==> config.mk <==
export PLATFORM = sky130hd
export DESIGN_NAME = cache_control
export DESIGN_NICKNAME = d
export VERILOG_FILES = /design/src/rtl/cache_ctrl_pkg.sv /design/src/rtl/cache_control_sat_counter.sv /design/src/rtl/cache_control.sv
export SDC_FILE = /design/constraint.sdc
export NUM_CORES = 1
export LEC_CHECK = 0
export CORE_AREA = 2 2 39 41
export DETAILED_ROUTE_END_ITERATION = 6
export DIE_AREA = 0 0 41 43
export GPL_TIMING_DRIVEN = 0
export SLEW_MARGIN = 20
export SYNTH_ARGS = -nofsm -noshare
export SYNTH_HDL_FRONTEND = slang
export SYNTH_HIERARCHICAL = 1
export SYNTH_SLANG_ARGS = --single-unit
==> constraint.sdc <==
create_clock -name clk -period 3.1 [get_ports clk]
set_input_delay 0.93 -clock clk [delete_from_list [all_inputs] [get_ports clk]]
set_output_delay 0.93 -clock clk [all_outputs]
set_load 0.01 [all_outputs]
==> src/rtl/cache_ctrl_pkg.sv <==
// cache_ctrl_pkg: shared state encoding and datapath select constants for cache_control
package cache_ctrl_pkg;
  typedef enum logic [1:0] {IDLE, CHECK, WRITEBACK, ALLOCATE} cache_state_t;
  localparam logic DSEL_CPU  = 1'b0;
  localparam logic DSEL_PMEM = 1'b1;
  localparam logic ASEL_CPU  = 1'b0;
  localparam logic ASEL_WB   = 1'b1;
endpackage

==> src/rtl/cache_control_sat_counter.sv <==
// sat_counter: saturating event counter with synchronous clear and asynchronous reset
module sat_counter #(
  parameter int width = 32
) (
  input  logic             clk,
  input  logic             rst,
  input  logic             clear,
  input  logic             inc,
  output logic [width-1:0] count
);
  logic [width-1:0] count_q, count_d;
  // clear wins over increment; hold at all-ones
  always_comb count_d = clear ? '0 : (inc && !(&count_q)) ? count_q + width'(1) : count_q;
  // count register
  always_ff @(posedge clk or posedge rst)
    if (rst) count_q <= '0;
    else count_q <= count_d;
  assign count = count_q;
endmodule

==> src/rtl/cache_control.sv <==
// cache_control: FSM controller for a direct-mapped write-back write-allocate cache.
// Define CACHE_PERF_EN to add hit/miss/writeback performance counters.
module cache_control
  import cache_ctrl_pkg::*;
#(
  parameter int ctr_width = 32
) (
  input  logic clk,
  input  logic rst,
  input  logic mem_read,
  input  logic mem_write,
  input  logic hit,
  input  logic dirty,
  input  logic pmem_resp,
  output logic mem_resp,
  output logic pmem_read,
  output logic pmem_write,
  output logic load_data,
  output logic load_tag,
  output logic load_valid,
  output logic load_dirty,
  output logic dirty_in,
  output logic datain_sel,
  output logic addr_sel
`ifdef CACHE_PERF_EN
  ,
  input  logic                 perf_clear,
  output logic [ctr_width-1:0] hit_count,
  output logic [ctr_width-1:0] miss_count,
  output logic [ctr_width-1:0] wb_count
`endif
);
  if (ctr_width < 1) begin : g_bad_width
    $error("ctr_width must be at least 1");
  end
  cache_state_t state_q, state_d;
  logic req, chk_hit, fill;
  assign req = mem_read | mem_write;
  // state register; reset abandons any in-flight memory transaction
  always_ff @(posedge clk or posedge rst)
    if (rst) state_q <= IDLE;
    else state_q <= state_d;
  // next state; a dropped request falls through CHECK back to IDLE
  always_comb begin
    state_d = state_q;
    case (state_q)
      IDLE:      state_d = req ? CHECK : IDLE;
      CHECK:     state_d = (!req || hit) ? IDLE : dirty ? WRITEBACK : ALLOCATE;
      WRITEBACK: state_d = pmem_resp ? ALLOCATE : WRITEBACK;
      ALLOCATE:  state_d = pmem_resp ? CHECK : ALLOCATE;
      default:   state_d = IDLE;
    endcase
  end
  // output decode; a write with both request bits set is treated as a write
  always_comb begin
    chk_hit    = (state_q == CHECK) && req && hit;
    fill       = (state_q == ALLOCATE) && pmem_resp;
    mem_resp   = chk_hit;
    pmem_read  = state_q == ALLOCATE;
    pmem_write = state_q == WRITEBACK;
    dirty_in   = chk_hit && mem_write;
    load_data  = dirty_in || fill;
    load_dirty = dirty_in || fill;
    load_tag   = fill;
    load_valid = fill;
    datain_sel = fill ? DSEL_PMEM : DSEL_CPU;
    addr_sel   = (state_q == WRITEBACK) ? ASEL_WB : ASEL_CPU;
  end
`ifdef CACHE_PERF_EN
  logic miss_inc, wb_inc;
  assign miss_inc = (state_q == CHECK) && req && !hit;
  assign wb_inc   = (state_q == WRITEBACK) && pmem_resp;
  sat_counter #(.width(ctr_width)) u_hit  (.clk(clk), .rst(rst), .clear(perf_clear), .inc(chk_hit),  .count(hit_count));
  sat_counter #(.width(ctr_width)) u_miss (.clk(clk), .rst(rst), .clear(perf_clear), .inc(miss_inc), .count(miss_count));
  sat_counter #(.width(ctr_width)) u_wb   (.clk(clk), .rst(rst), .clear(perf_clear), .inc(wb_inc),   .count(wb_count));
`endif
endmodule

==> flow_summary.toml, run 1 <==
[status]
status = "finished clean"

[die]
initial_core_util = 0.135
die_w_um = 41
ioPinCount = 17
coreArea_um2 = 1380
num_rows = 14
fp.dieH_um = 43
dieArea_um2 = 1760

[critical_path]
crit_path_end_kind = "primary output"
critical_path_required_ns = 2.17
reg2reg_slack_ns = 2.02
cp_max_fo = 2
r2r_cells = 2
endpoint = "mem_resp"
start_kind = "primary input"
worstPathArrival_ns = 2.00
crit_path_start = "mem_read"
r2r_end = "state_q[0]"
timing.rr.start = "state_q[1]"
critPathKind = "in2out"

[clock_tree]
clock-sinks = 2
cts_setup_buffers = 0
clk_path_buf_depth = 2
tritoncts = "built"
numCtsBuffers = 3
clk_pin_slew_ns = 0.03
root_buffer = "clkbuf_4"
clk_latency_ns = 0.23
cts_resized = 11
htree_num_levels = 1
hold_buffers = 0

[power_and_ir_drop]
power.leakage_nw = 0.203
p_total_w = 0.000286
power_density_nw_per_um2 = 753
ir_worst_vdd_mv = 0.213

[timing]
whs_ns = 0.655
fmax_mhz = 341
final.period_utilization = 0.946
max_slew_margin = 0.839
worst_slew_pin_slew_ns = 0.242
layout_min_cycle_time_ns = 2.93
fin_skew_ns = 0.000441
final_hold_viol_count = 0
finalMaxSlewViolations = 0
worst_slack_ns = 0.168
finalSetupViolCount = 0
rsz0062_at_grt = "no"

[place]
place_ws_ns = -0.277
gp_congestion = 0.568
dp.cells = 53
io_buffers = 16
dp_hpwl_um = 367

[grt]
grt_max_degree = 11
antenna_found_initial = 0
grt_pass1_vias = 190
grt_pass1_wl_um = 703
grt_overflow_total = 0
track_usage = 0.0703

[logic_synthesis]
synth_fp_nets = 28
synth_top_cell_area_share = 0.268
synth-edff-count = 0
yosysWarnings = 6
synth-seq-cells = 2
async_flop_share = 1.00
synthTopCellsByArea = "dfrtp_1 (27%), buf_4 (16%), or3b_1 (9.4%)"
ys_seq_area_frac = 0.268
yosys.area.top_type = "dfrtp_1"
synthCells = 21
synth_cell_types = 16
syn_area_per_cell_um2 = 8.88
ys_top_cells_by_count = "buf_4 (4), dfrtp_1 (2), or3b_1 (2)"
synth.most_common_cell = "buf_4"
ys.flop_type = "dfrtp_1"
syn-cell-area_um2 = 186

[route]
num_vias = 210
firstDrtPassIters = 3
vias_per_cell = 3.75
wl_per_cell_um = 8.46
drt.antenna.violating_nets = 0
drcViolationCount = 0
wl_um = 474
first_iter_violations = 4

[layout]
antennaDiodeCount = 0
largest_register_ffs = 2
post-route-util = 0.275
fin_nets = 49
final_layout_size_suffix_gt1_frac = 0.200
area_growth_pct = 104
layoutNonFillerInstCount = 56
reg_top3 = "state_q x2"
regMostFlops = "state_q"
nFillCells = 155

[hold_path]
hold_class = "reg2reg"
hp-start = "state_q[1]"

[run]
drv_cap = 0
per-stage QoR:
step | TNS (ns) | instance area, um2
floorplan | 0 | 186
global placement | -0.792 | 367
detailed placement | -0.834 | 367
CTS | 0 | 380
global route | 0 | 380
finish | 0 | 380
final cells by class:
type	count	area, um2	area share
multi-input cells	14	106	0.280
well taps	16	20.0	0.0526
repair buffers	16	148	0.388
inverters	1	3.75	0.00987
clock buffers	3	22.5	0.0592
plain buffers	4	30.0	0.0789
flip-flops and latches	2	50.0	0.132
metal layers:
layer / routed length, um / track usage / up-vias
li1: - / - / 112
met1: 160 / 0.0482 / 88
met2: 269 / 0.0938 / 10
met3: 44 / 0.0366 / 0
met4: 0 / 0.120 / 0
met5: 0 / 0 / -
power breakdown:
group	switching [W]	internal, W
combinational	0.0000559	0.000107
sequential	0.0000252	0.0000392
clock	0.0000157	0.0000428
worst max-delay path: stages:
cell and delay (ns):
clkdlybuf4s50_1 0.48, nor2_1 0.06, nor4bb_1 0.24, dlygate4sd2_1 0.30
cell usage in the layout (no fill, tap or decap):
cell and n:
or2_1 1, or3b_1 2, and2_1 1, clkbuf_4 3
nand2_1 1, nor2_1 1, buf_4 4, dlygate4sd2_1 10
and2b_1 1, nor4bb_1 1, and3_4 1, and4b_1 1
or3_1 1, o2bb2ai_1 1, o21ai_0 1, dfrtp_1 2
o211a_1 1, inv_1 1, clkdlybuf4s50_1 6
worst min path at each step:
| stage | to | slack [ns] | depth (start not counted) |
|---|---|---|---|
| 2_1_floorplan | state_q[1] | 0.57 | 1 |
| 3_3_place_gp | state_q[1] | 0.64 | 1 |
| 3_5_place_dp | state_q[1] | 0.64 | 1 |
| 4_1_cts | state_q[1] | 0.65 | 1 |
| 5_1_grt | state_q[1] | 0.70 | 1 |
| 6_report | state_q[1] | 0.65 | 1 |
cells by family after synthesis:
logic type / after synthesis / synth area share
buf+inv: 5 / 0.181
flops: 2 / 0.268
compound gates: 3 / 0.128
simple gates: 11 / 0.423
(Power assumes the default switching activity.)
==> run 2, diff against run 1 <==
--- a/config.mk
+++ b/config.mk
@@ -5,10 +5,11 @@
 export SDC_FILE = /design/constraint.sdc
 export NUM_CORES = 1
 export LEC_CHECK = 0
-export CORE_AREA = 2 2 39 41
+export CORE_AREA = 5 5 42 44
 export DETAILED_ROUTE_END_ITERATION = 6
-export DIE_AREA = 0 0 41 43
+export DIE_AREA = 0 0 47 49
 export GPL_TIMING_DRIVEN = 0
+export SETUP_SLACK_MARGIN = 0.05
 export SLEW_MARGIN = 20
 export SYNTH_ARGS = -nofsm -noshare
 export SYNTH_HDL_FRONTEND = slang
==> constraint.sdc (replaced) <==
create_clock -name clk -period 3 [get_ports clk]
set_input_delay 0.9 -clock clk [delete_from_list [all_inputs] [get_ports clk]]
set_output_delay 0.9 -clock clk [all_outputs]
set_load 0.01 [all_outputs]
==> run 2 against run 1 <==
Compared with the run above:
- worst hold slack worse by 0.0089 ns
- combinational power up 10%
- clock power down 2%
- final cell count unchanged
- clock skew increased by 0.0019 ns
==> flow_summary.toml, run 2 (synthesis results as in run 1) <==
[status]
status = "finished clean"

[critical_path]
crit_path_top_delay_cell = "clkdlybuf4s50_1"
crit_path_end_kind = "primary output"
cp_cell_sequence = "dlygate4sd2_1, and3_4, buf_4, clkdlybuf4s50_1"
start_kind = "primary input"
critPathKind = "in2out"
cp_max_fo = 4
max_stage_delay_ns = 0.52
critical_path_required_ns = 2.10
worstPathArrival_ns = 1.96

[timing]
worst_slew_pin_slew_ns = 0.233
finalMaxSlewViolations = 0
fin_skew_ns = 0.00229
whs_ns = 0.646
fmax_mhz = 349
final.period_utilization = 0.954
rsz0062_at_grt = "no"
tns_ns = 0
max_slew_margin = 0.845
final_hold_viol_count = 0
finalSetupViolCount = 0
layout_min_cycle_time_ns = 2.86

[layout]
antennaDiodeCount = 0
final_layout_size_suffix_gt1_frac = 0.225
post-route-cell-area_um2 = 388
regMostFlops = "state_q"
reg_top3 = "state_q x2"
area_growth_pct = 108
fin_nets = 49
layout_common_cells = "clkdlybuf4s50_1 (9), buf_4 (5), clkbuf_4 (3), dlygate4sd2_1 (3)"
post-route-util = 0.277
layout_commonest_cell = "clkdlybuf4s50_1"
layoutNonFillerInstCount = 56
largest_register_ffs = 2

[grt]
grt_pass1_vias = 183
grt_pass1_wl_um = 683
track_usage = 0.0451
grt_overflow_total = 0
antenna_found_initial = 0
grt_max_degree = 11

[route]
drcViolationCount = 0
wl_um = 503
drt.antenna.violating_nets = 0
wl_per_cell_um = 8.98
firstDrtPassIters = 1
vias_per_cell = 3.93
first_iter_violations = 0
num_vias = 220

[power_and_ir_drop]
combinationalPowerShare = 0.596
clockPowerShare = 0.189
seqPwrFrac = 0.215
sw_frac_of_total = 0.322
ir_worst_vdd_mv = 0.183
power.leakage_nw = 0.194
internal-power_w = 0.000205
p_switching_w = 0.0000974
power_density_nw_per_um2 = 779

[hold_path]
hold_class = "reg2reg"

[run]
drv_cap = 0

[clock_tree]
clock-sinks = 2
clk_latency_ns = 0.22
clk_path_buf_depth = 2
hold_buffers = 0
htree_num_levels = 1
tritoncts = "built"
numCtsBuffers = 3
clk_pin_slew_ns = 0.03
cts_setup_buffers = 0
root_buffer = "clkbuf_4"

[die]
ioPinCount = 17
initial_core_util = 0.133
die_w_um = 47
fp.dieH_um = 49
dieArea_um2 = 2300
num_rows = 14
coreArea_um2 = 1400

[place]
dp.cells = 53
io_buffers = 16
gp_congestion = 0.605
placed_area_um2 = 367
run 2: cell types whose count changed in the layout (fill, tap and decap cells not counted), sizes merged:
| cell | previous run | this run |
|---|---|---|
| buf | 4 | 5 |
| clkdlybuf4s15 | 0 | 1 |
| clkdlybuf4s50 | 6 | 9 |
| dlygate4sd1 | 0 | 1 |
| dlygate4sd2 | 10 | 3 |
| dlymetal6s2s | 0 | 1 |
run 2: path summary, 6_finish.rpt:
path,from,endpoint,slack (ns),cells past startpoint
max,pmem_resp,load_tag,0.14,4
max reg2reg,state_q[1],state_q[0],1.92,2
min,state_q[1],state_q[1],0.65,1
max in group asynchronous,rst,state_q[1],2.06,2
min reg2reg,state_q[1],state_q[1],0.65,1
min in group asynchronous,rst,state_q[0],0.83,2
run 2: per-stage QoR:
stage | power (W) | setup WS [ns]
after global routing | 0.000325 | 0.0529
final | 0.000302 | 0.138
after floorplan | 0.000155 | 0.535
after global placement | 0.000255 | -0.322
after CTS | 0.000310 | 0.0670
after detailed placement | 0.000256 | -0.338
run 2: metal layers:
layer / routed length (um) / GRT usage
met3: 71 / 0.0111
met5: 0 / 0
met1: 146 / 0.0330
met2: 265 / 0.0701
met4: 19 / 0.0691
run 2: what timing repair did:
item	CTS	global route
pin swaps	0	1
gates resized for setup	8	4
setup endpoints to repair	7	3
run 2: power groups by stage:
stage	clock network [W]	registers (W)	logic (W)
final	0.0000572	0.0000648	0.000180
after global routing	0.0000615	0.0000687	0.000194
after CTS	0.0000610	0.0000658	0.000183
after detailed placement	0	0.0000653	0.000191
after global placement	0	0.0000653	0.000190
after floorplan	0	0.0000580	0.0000970
run 2: final cells by class:
type	count	area (um2)
Buffer	4	30.0
Clock buffer	3	22.5
Fill cell	162	1010
Inverter	1	3.75
Multi-Input combinational cell	14	106
Sequential cell	2	50.0
Tap cell	16	20.0
Timing Repair Buffer	16	155
run 2: critical path, delay by kind of cell:
kind                   cells  cell delay (ns)
and+or+nand+nor            1             0.21
buffers and inverters      3             0.86
